`src/rtl/pulse_profile_sequencer.sv`:
```
// Pulse profile sequencer: stores four 3-channel pulse profiles and plays them in
// order, loading each into the downstream pulse generator for a programmable dwell time.
module pulse_profile_sequencer (
    input  logic        clk,
    input  logic        RST,
    input  logic        wr_en,
    input  logic [3:0]  wr_addr,
    input  logic [11:0] wr_data,
    output logic        wr_ready,
    input  logic        start,
    input  logic        stop,
    input  logic        loop,
    input  logic [1:0]  last_prof,
    input  logic [7:0]  dwell,
    output logic        SET,
    output logic [11:0] PulseW,
    output logic [11:0] Period,
    output logic [11:0] Phase,
    output logic [1:0]  cur_prof,
    output logic        busy,
    output logic        done
);

    localparam logic [1:0] ST_IDLE = 2'd0;
    localparam logic [1:0] ST_LOAD = 2'd1;
    localparam logic [1:0] ST_RUN  = 2'd2;

    // Indexed by {profile, channel}; channel-3 slots are never written and never read.
    logic [11:0] prof_mem_r [0:15];
    logic [1:0]  state_r;
    logic [7:0]  cnt_r;
    logic [7:0]  dwell_r;
    logic        set_r;
    logic        done_r;
    logic        busy_r;
    logic [1:0]  cur_prof_r;
    logic [11:0] pulse_w_r;
    logic [11:0] period_r;
    logic [11:0] phase_r;

    logic        wr_ready_s;
    logic        wr_accept_s;
    logic        last_run_s;
    logic [1:0]  state_nxt_s;
    logic        load_s;
    logic [1:0]  load_prof_s;
    logic        done_s;
    logic [11:0] ld_ch0_s;
    logic [11:0] ld_ch1_s;
    logic [11:0] ld_ch2_s;

    // Write handshake: only the profile being played is locked against writes.
    always_comb begin
        wr_ready_s  = !(busy_r && (wr_addr[3:2] == cur_prof_r));
        wr_accept_s = wr_en && wr_ready_s && (wr_addr[1:0] != 2'd3);
    end

    assign wr_ready = wr_ready_s;

    // Next-state decision; dwell_r - 1 wraps to 255 so a dwell of 0 gives 256 RUN cycles.
    always_comb begin
        state_nxt_s = state_r;
        load_s      = 1'b0;
        load_prof_s = cur_prof_r;
        done_s      = 1'b0;
        last_run_s  = (state_r == ST_RUN) && (cnt_r == (dwell_r - 8'd1));
        case (state_r)
            ST_IDLE: begin
                if (start && !stop) begin
                    state_nxt_s = ST_LOAD;
                    load_s      = 1'b1;
                    load_prof_s = 2'd0;
                end else begin
                    state_nxt_s = ST_IDLE;
                end
            end
            ST_LOAD: begin
                if (stop) begin
                    state_nxt_s = ST_IDLE;
                end else begin
                    state_nxt_s = ST_RUN;
                end
            end
            ST_RUN: begin
                if (stop) begin
                    state_nxt_s = ST_IDLE;
                end else if (!last_run_s) begin
                    state_nxt_s = ST_RUN;
                end else if (cur_prof_r != last_prof) begin
                    state_nxt_s = ST_LOAD;
                    load_s      = 1'b1;
                    load_prof_s = cur_prof_r + 2'd1;
                end else if (loop) begin
                    state_nxt_s = ST_LOAD;
                    load_s      = 1'b1;
                    load_prof_s = 2'd0;
                end else begin
                    state_nxt_s = ST_IDLE;
                    done_s      = 1'b1;
                end
            end
            default: begin
                state_nxt_s = ST_IDLE;
            end
        endcase
    end

    // Channel words of the profile about to be loaded.
    always_comb begin
        ld_ch0_s = prof_mem_r[{load_prof_s, 2'd0}];
        ld_ch1_s = prof_mem_r[{load_prof_s, 2'd1}];
        ld_ch2_s = prof_mem_r[{load_prof_s, 2'd2}];
    end

    // Profile storage.
    always_ff @(posedge clk) begin
        if (RST) begin
            for (int i = 0; i < 16; i++) begin
                prof_mem_r[i] <= 12'd0;
            end
        end else if (wr_accept_s) begin
            prof_mem_r[wr_addr] <= wr_data;
        end
    end

    // Sequencer state, dwell counter and registered outputs.
    always_ff @(posedge clk) begin
        if (RST) begin
            state_r    <= ST_IDLE;
            cnt_r      <= 8'd0;
            dwell_r    <= 8'd0;
            set_r      <= 1'b0;
            done_r     <= 1'b0;
            busy_r     <= 1'b0;
            cur_prof_r <= 2'd0;
            pulse_w_r  <= 12'd0;
            period_r   <= 12'd0;
            phase_r    <= 12'd0;
        end else begin
            state_r <= state_nxt_s;
            set_r   <= load_s;
            done_r  <= done_s;
            busy_r  <= (state_nxt_s != ST_IDLE);
            if (state_r == ST_LOAD) begin
                cnt_r   <= 8'd0;
                dwell_r <= dwell;
            end else if (state_r == ST_RUN) begin
                cnt_r <= cnt_r + 8'd1;
            end
            if (load_s) begin
                cur_prof_r <= load_prof_s;
                pulse_w_r  <= {ld_ch2_s[11:8], ld_ch1_s[11:8], ld_ch0_s[11:8]};
                period_r   <= {ld_ch2_s[7:4],  ld_ch1_s[7:4],  ld_ch0_s[7:4]};
                phase_r    <= {ld_ch2_s[3:0],  ld_ch1_s[3:0],  ld_ch0_s[3:0]};
            end
        end
    end

    assign SET      = set_r;
    assign done     = done_r;
    assign busy     = busy_r;
    assign cur_prof = cur_prof_r;
    assign PulseW   = pulse_w_r;
    assign Period   = period_r;
    assign Phase    = phase_r;

endmodule

```
`config.mk`:
```
export PLATFORM = sky130hd
export DESIGN_NAME = pulse_profile_sequencer
export DESIGN_NICKNAME = d
export VERILOG_FILES = /design/src/rtl/pulse_profile_sequencer.sv
export SDC_FILE = /design/constraint.sdc
export NUM_CORES = 1
export LEC_CHECK = 0
export CORE_MARGIN = 5
export CORE_UTILIZATION = 30
export CTS_CLUSTER_SIZE = 40
export DETAILED_ROUTE_END_ITERATION = 10
export PLACE_DENSITY = 0.49
export RECOVER_POWER = 100
export SKIP_LAST_GASP = 1
export SLEW_MARGIN = 40
export SYNTH_ARGS = -nofsm -noshare
export SYNTH_HDL_FRONTEND = slang
export SYNTH_SLANG_ARGS = --single-unit
```
`constraint.sdc`:
```
create_clock -name clk -period 3.1 [get_ports clk]
set_clock_uncertainty 0.05 [all_clocks]
set_input_delay 0.465 -clock clk [delete_from_list [all_inputs] [get_ports clk]]
set_output_delay 0.465 -clock clk [all_outputs]
set_load 0.01 [all_outputs]
```
==> out/metrics.csv <==
stage,metric,value,unit
sta,Period minus WS final,2880,ps
synth,post-synthesis cell type count,55,
cts,clock-pin slew on the worst setup and hold paths,60,ps
cells_and_area,Filler cells,2928,
die,IO Count,74,
cts,post-CTS setup buffers,0,
synth,Mapped Cells,714,
cts,cts repair resizes,0,
cts,cts hold-fix bufs,0,
cts,CTS tree,yes,
sta,fmax,347,MHz
cells_and_area,share of layout cells above drive strength 1,11.0,%
place,port buffer count,73,
synth,yosys warns,0,
worst_setup_path,Critical Path AT,3210,ps
place,GP Congestion,0.757,
detailed_routing,Pre-antenna DRT Iters,4,
synth,"Seq/Total Area, Yosys",60.0,%
worst_setup_path,CP max stage delay,390,ps
power_and_ir_drop,Net Switching,1360,uW
power_and_ir_drop,clock share of power,45.8,%
synth,dominant synthesized flop cell,edfxtp_1,
grt,Overflow after GRT,0,
sta,Final period util,93.0,%
power_and_ir_drop,Pwr Density,577,mW/mm^2
worst_setup_path,slowest CP cell,dfxtp_1,
detailed_routing,drt drc,0,
synth,Post-Syn Area,0.00917,mm^2
worst_setup_path,Worst path top cell family by delay,compound AO/OA/AOI/OAI gates,
power_and_ir_drop,leakage power figure,0.00373,uW
power_and_ir_drop,Tot Pwr,6400,uW
power_and_ir_drop,Max VDD drop,0.280,mV
synth,Area contributors post-synth,"edfxtp_1 (47%), dfxtp_1 (13%), and2_1 (9.9%)",
synth,#FFs+latches synth,203,
cts,CTS buffer count,24,
cts,Worst-Skew Late Latency,510,ps
grt,antenna violations before repair,1,
die,row cnt,64,
worst_setup_path,required time worst endpoint,3430,ps
outcome,outcome,finished clean,
detailed_routing,post-route ant nets,0,
synth,"FFs w/ async S/R, synth",0,%
worst_setup_path,CP cell instances,nor4_4 -> a211oi_1 -> a311o_1 -> o211a_1 -> a21o_4 -> o211ai_4 -> buf_12 -> mux2i_1 -> o221ai_2,
worst_setup_path,crit start category,flip-flop,
cts,H-tree Lvls,1,
power_and_ir_drop,internal power,5050,uW
place,placed insts,1158,
cells_and_area,antenna diode count,0,
cts,CTS Sinks,203,
power_and_ir_drop,part of the power in registers,48.3,%
die,Initial Util,30.2,%
die,die width,185,um
sta,hold_ws,406,ps
synth,area share of the largest cell type after synthesis,47.2,%
sta,endpoints failing setup,0,
cells_and_area,fin area,0.0111,mm^2
sta,actual slew at the worst max-slew pin,1180,ps
sta,Final Hold Viols,0,
worst_setup_path,CP Capture Type,flip-flop,
cells_and_area,Nets,822,
cts,CTS Root Cell,clkbuf_16,
sta,Fin Setup TNS,0,ps
detailed_routing,Post-Route WL,21.9,mm
sta,Worst slew margin,21.6,%
grt,number of global-route vias before repair,5735,
grt,Total Routing Usage GR,13.0,%
synth,Post-synth EDFFs,144,
synth,post-synth net total,748,
grt,pin count of the biggest net entering global routing,37,
detailed_routing,WL/cell,18.2,um
cells_and_area,fin cells,1202,
worst_setup_path,WS Path Type,flip-flop to flip-flop,
power_and_ir_drop,Comb pwr share,5.9,%
detailed_routing,drt via density,4.55,
worst_setup_path,CP bufs+invs,1,
detailed_routing,number of DRC markers in iteration 0,320,
sta,RSZ-0062 raised after global routing,false,
synth,Synth area leader,edfxtp_1,
die,area of the core,0.0303,mm^2
detailed_routing,DR vias,5469,
die,die area,0.0342,mm^2
place,post-placement cell area,0.0103,mm^2
cts,Max clock buf depth,3,
grt,first-pass GRT wire length,34.1,mm
place,dpl hpwl,13.8,mm
worst_setup_path,reg-to-reg setup timing slack,220,ps
hold_path,Hold Path Class,flip-flop to flip-flop,
die,die height,185,um
worst_setup_path,worst-path maximum fanout,16,
power_and_ir_drop,Net Sw Frac,21.2,%
cells_and_area,synthesis-to-layout area growth,21.1,%
synth,mean post-synth cell area,12.8,um^2
flow_run,# Max-Cap Violations,0,
sta,Max Slew Vio Count,0,
==> path summary, 6_finish.rpt <==
check / from / end / depth (start not counted)
worst max-delay path: dwell_r[2] / Period[0] / 9
worst min-delay path: PulseW[11] / PulseW[11] / 2
worst max register to register: dwell_r[2] / Period[0] / 9
worst min register to register: PulseW[11] / PulseW[11] / 2
==> cell usage in the layout, fill, tap and decap left out, drive strengths merged, types with 4 or more instances in the layout <==
master and n:
nor3 7, nor2 27, buf 15, nor2b 4, a21oi 13, inv 8
o221ai 36, nand3 6, clkdlybuf4s50 31, nand2 66, clkbuf 47, and3 5
and2 146, xor2 7, o211ai 4, dlygate4sd3 42, dfxtp 59, clkinv 5
or2 13, mux2i 72, xnor2 10, bufinv 4, edfxtp 144, nand2b 6
==> metal layers <==
metal	up-vias	GRT usage (%)	share of wire, %
li1	2690	-	-
met1	2672	18.5	49
met2	87	20.9	46
met3	20	2.16	3.8
met4	0	2.73	1.4
met5	-	0	0
==> through the flow <==
| step | util [%] | setup slack, ps |
|---|---|---|
| 2_1_floorplan | - | 408 |
| 3_3_place_gp | 34.0 | 199 |
| 3_5_place_dp | 34.0 | 178 |
| 4_1_cts | 36.7 | 215 |
| 5_1_grt | 36.6 | 54.6 |
| 6_report | 36.6 | 218 |
==> final cells by class <==
cell class | count | area, um^2 | share of cell area [%]
Clock inverter | 9 | 153 | 1.38
Multi-Input combinational cell | 451 | 3270 | 29.5
Timing Repair Buffer | 100 | 963 | 8.68
Tap cell | 396 | 495 | 4.46
Sequential cell | 203 | 5510 | 49.6
Inverter | 8 | 30.0 | 0.271
Clock buffer | 35 | 682 | 6.14
==> flip-flops by register name, summed over array words and instances (netlist names) <==
| register | count |
|---|---|
| cur_prof | 2 |
| state_r | 2 |
| SET | 1 |
| PulseW | 12 |
| dwell_r | 8 |
| busy | 1 |
| cnt_r | 8 |
| prof_mem_r | 144 |
| done | 1 |
| Phase | 12 |
| Period | 12 |
==> power groups by stage <==
stage	combinational (uW)	clock [uW]	sequential [uW]
final	378	2930	3090
after global routing	416	3140	3100
after CTS	402	3020	3090
after detailed placement	400	0	3150
after global placement	398	0	3150
after floorplan	192	0	3140
==> cell families after synthesis <==
kind of cell / after synthesis / synth area share, %
and+or+nand+nor: 290 / 17.5
AOI/OAI and AO/OA: 70 / 8.34
muxes: 72 / 7.86
adders and majority gates: 2 / 0.273
buffers and inverters: 60 / 4.37
xor gates and xnor gates: 17 / 1.62
DFF: 203 / 60.0
==> synth_stat cells, types with 2 or more instances <==
cell type  number
nor2b_1         4
edfxtp_1      144
nor2_1         27
nor4_1          2
o221ai_1        6
or2_2          13
nand3_1         5
o21a_1          2
o221ai_2       30
nand2_1        65
nand2b_1        6
buf_4           3
dfxtp_1        59
ha_1            2
and3_1          4
xor2_1          7
buf_2           2
a211oi_1        3
nor3_1          7
o211ai_1        3
mux2i_1        72
buf_12          8
inv_1           8
xnor2_1        10
a211o_1         2
buf_6           4
a21oi_1        12
and2_1        145
clkbuf_1       33
==> worst min-delay path, cell delays in order (launching register included) <==
cell and delay [ps]:
dfxtp_1 320, nand2_1 60, o221ai_2 50
No activity file was read; power rests on OpenSTA's default activity.
==> patch: new RTL, same settings <==
Make the reset (`RST`) asynchronous in 2 clocked blocks.
--- a/src/rtl/pulse_profile_sequencer.sv
+++ b/src/rtl/pulse_profile_sequencer.sv
@@ -113,7 +113,7 @@
     end
 
     // Profile storage.
-    always_ff @(posedge clk) begin
+    always_ff @(posedge clk or posedge RST) begin
         if (RST) begin
             for (int i = 0; i < 16; i++) begin
                 prof_mem_r[i] <= 12'd0;
@@ -124,7 +124,7 @@
     end
 
     // Sequencer state, dwell counter and registered outputs.
-    always_ff @(posedge clk) begin
+    always_ff @(posedge clk or posedge RST) begin
         if (RST) begin
             state_r    <= ST_IDLE;
             cnt_r      <= 8'd0;
Check against the original RTL: differs if RST is asserted again (counterexample within 4 cycles, from zero or initial values and one cycle with RST high); with RST held inactive, the same outputs for 4 cycles.
==> patch against the unedited design <==
  * The run now ends with capacitance limit, slew limit left
  * Setup slack worse by 86 ps
  * Synthesized area grew 6.2%
  * Final area rose by 8.7%
  * Non-clock buffer count grew 21
  * Wire length grew 16%
  * Sequential cell count is the same
  * Largest cell class unchanged
Power is not compared: it rests on default switching activity, and its combinational part moved more than twofold at a synthesized area within 25%.
==> patch: results (changes against the unedited design) <==
commonest cells in the synthesized netlist - dfrtp_1, mux2_2, a211oi_2
Layout Nets - 905 (+10%)
Place WS - 191 ps (+12.6 ps)
fin. max-slew vios - 31 (+31)
Routed WL per cell - 19.2 µm (+5.5%)
vias in the first global route - 6,781 (+18%)
CP peak stage delay - 420 ps (+30 ps)
Routability Congestion - 0.740 (-2.1%)
Cells after DPL - 1,273 (+9.9%)
xor and xnor area share after synthesis - 1.44% (-0.18 points)
Main synth FF type - dfrtp_1
max cap viols - 1 (+1)
hpwl dp - 15,500 µm (+13%)
WP data arrival - 3310 ps (+100 ps)
Post-Syn Nets - 818 (+9.4%)
Hold WC Path Type - in2async
GRT Total Usage - 13.8% (+0.86 points)
cell at the slowest stage of the critical path - dfrtp_1
Seq/Total Area, Yosys - 52.2% (-7.9 points)
Tmin final - 2970 ps (+86.3 ps)
Area contributors post-synth - dfrtp_1, mux2_2, a211oi_2
cts bufs inserted - 25 (+4.2%)
grt met2 use - 23.5% (+2.6 points)
met2 wire length - 12,500 µm (+23%)
reg2reg end - Phase[11]
Cell Count, Final, Fillers Out - 1,327 (+10%)
status - finished, violations left
layout cell share with drive strength beyond 1 - 34.2% (+23 points)
failing checks - capacitance limit, slew limit
fillers - 3,136 (+7.1%)
ys async rst share - 100% (+100 points)
Synth Area in Compound Gates - 14.4% (+6.0 points)
largest net degree at the start of global routing - 56 (+51%)
r2r startpoint - dwell_r[0]
proportion of synthesized area in mux cells - 19.8% (+12 points)
metal3 WL - 702 µm (-15%)
first-pass GRT wire length - 39,900 µm (+17%)
CP Max Fanout - 13 (-3)
initial antenna violation count - 0 (-1)
smallest hold slack - 390 ps (-16.6 ps)
Slew @ Worst Pin - 1650 ps (+469 ps)
-- patch: power by group --
part | switching, W | internal, W
Combinational | 0.000971 | 0.00118
Sequential | 0.000513 | 0.00345
Clock | 0.00112 | 0.00175
Total | 0.00261 | 0.00638
-- patch: stage by stage --
step | setup TNS [ps] | total power (W) | utilization (%)
2_1_floorplan | -9200 | 0.00534 | -
5_1_grt | -61.6 | 0.00952 | 37.4
6_report | 0 | 0.00898 | 37.4
3_3_place_gp | 0 | 0.00621 | 34.4
3_5_place_dp | 0 | 0.00624 | 34.4
4_1_cts | 0 | 0.00918 | 36.9
-- patch: layout make-up --
class | instances | area (µm²) | area share [%]
Antenna cell | 1 | 2.50 | 0.0207
Clock buffer | 38 | 754 | 6.25
Clock inverter | 6 | 61.3 | 0.508
Inverter | 50 | 189 | 1.57
Multi-Input combinational cell | 466 | 4160 | 34.5
Sequential cell | 203 | 5080 | 42.1
Tap cell | 442 | 553 | 4.58
Timing Repair Buffer | 121 | 1270 | 10.5
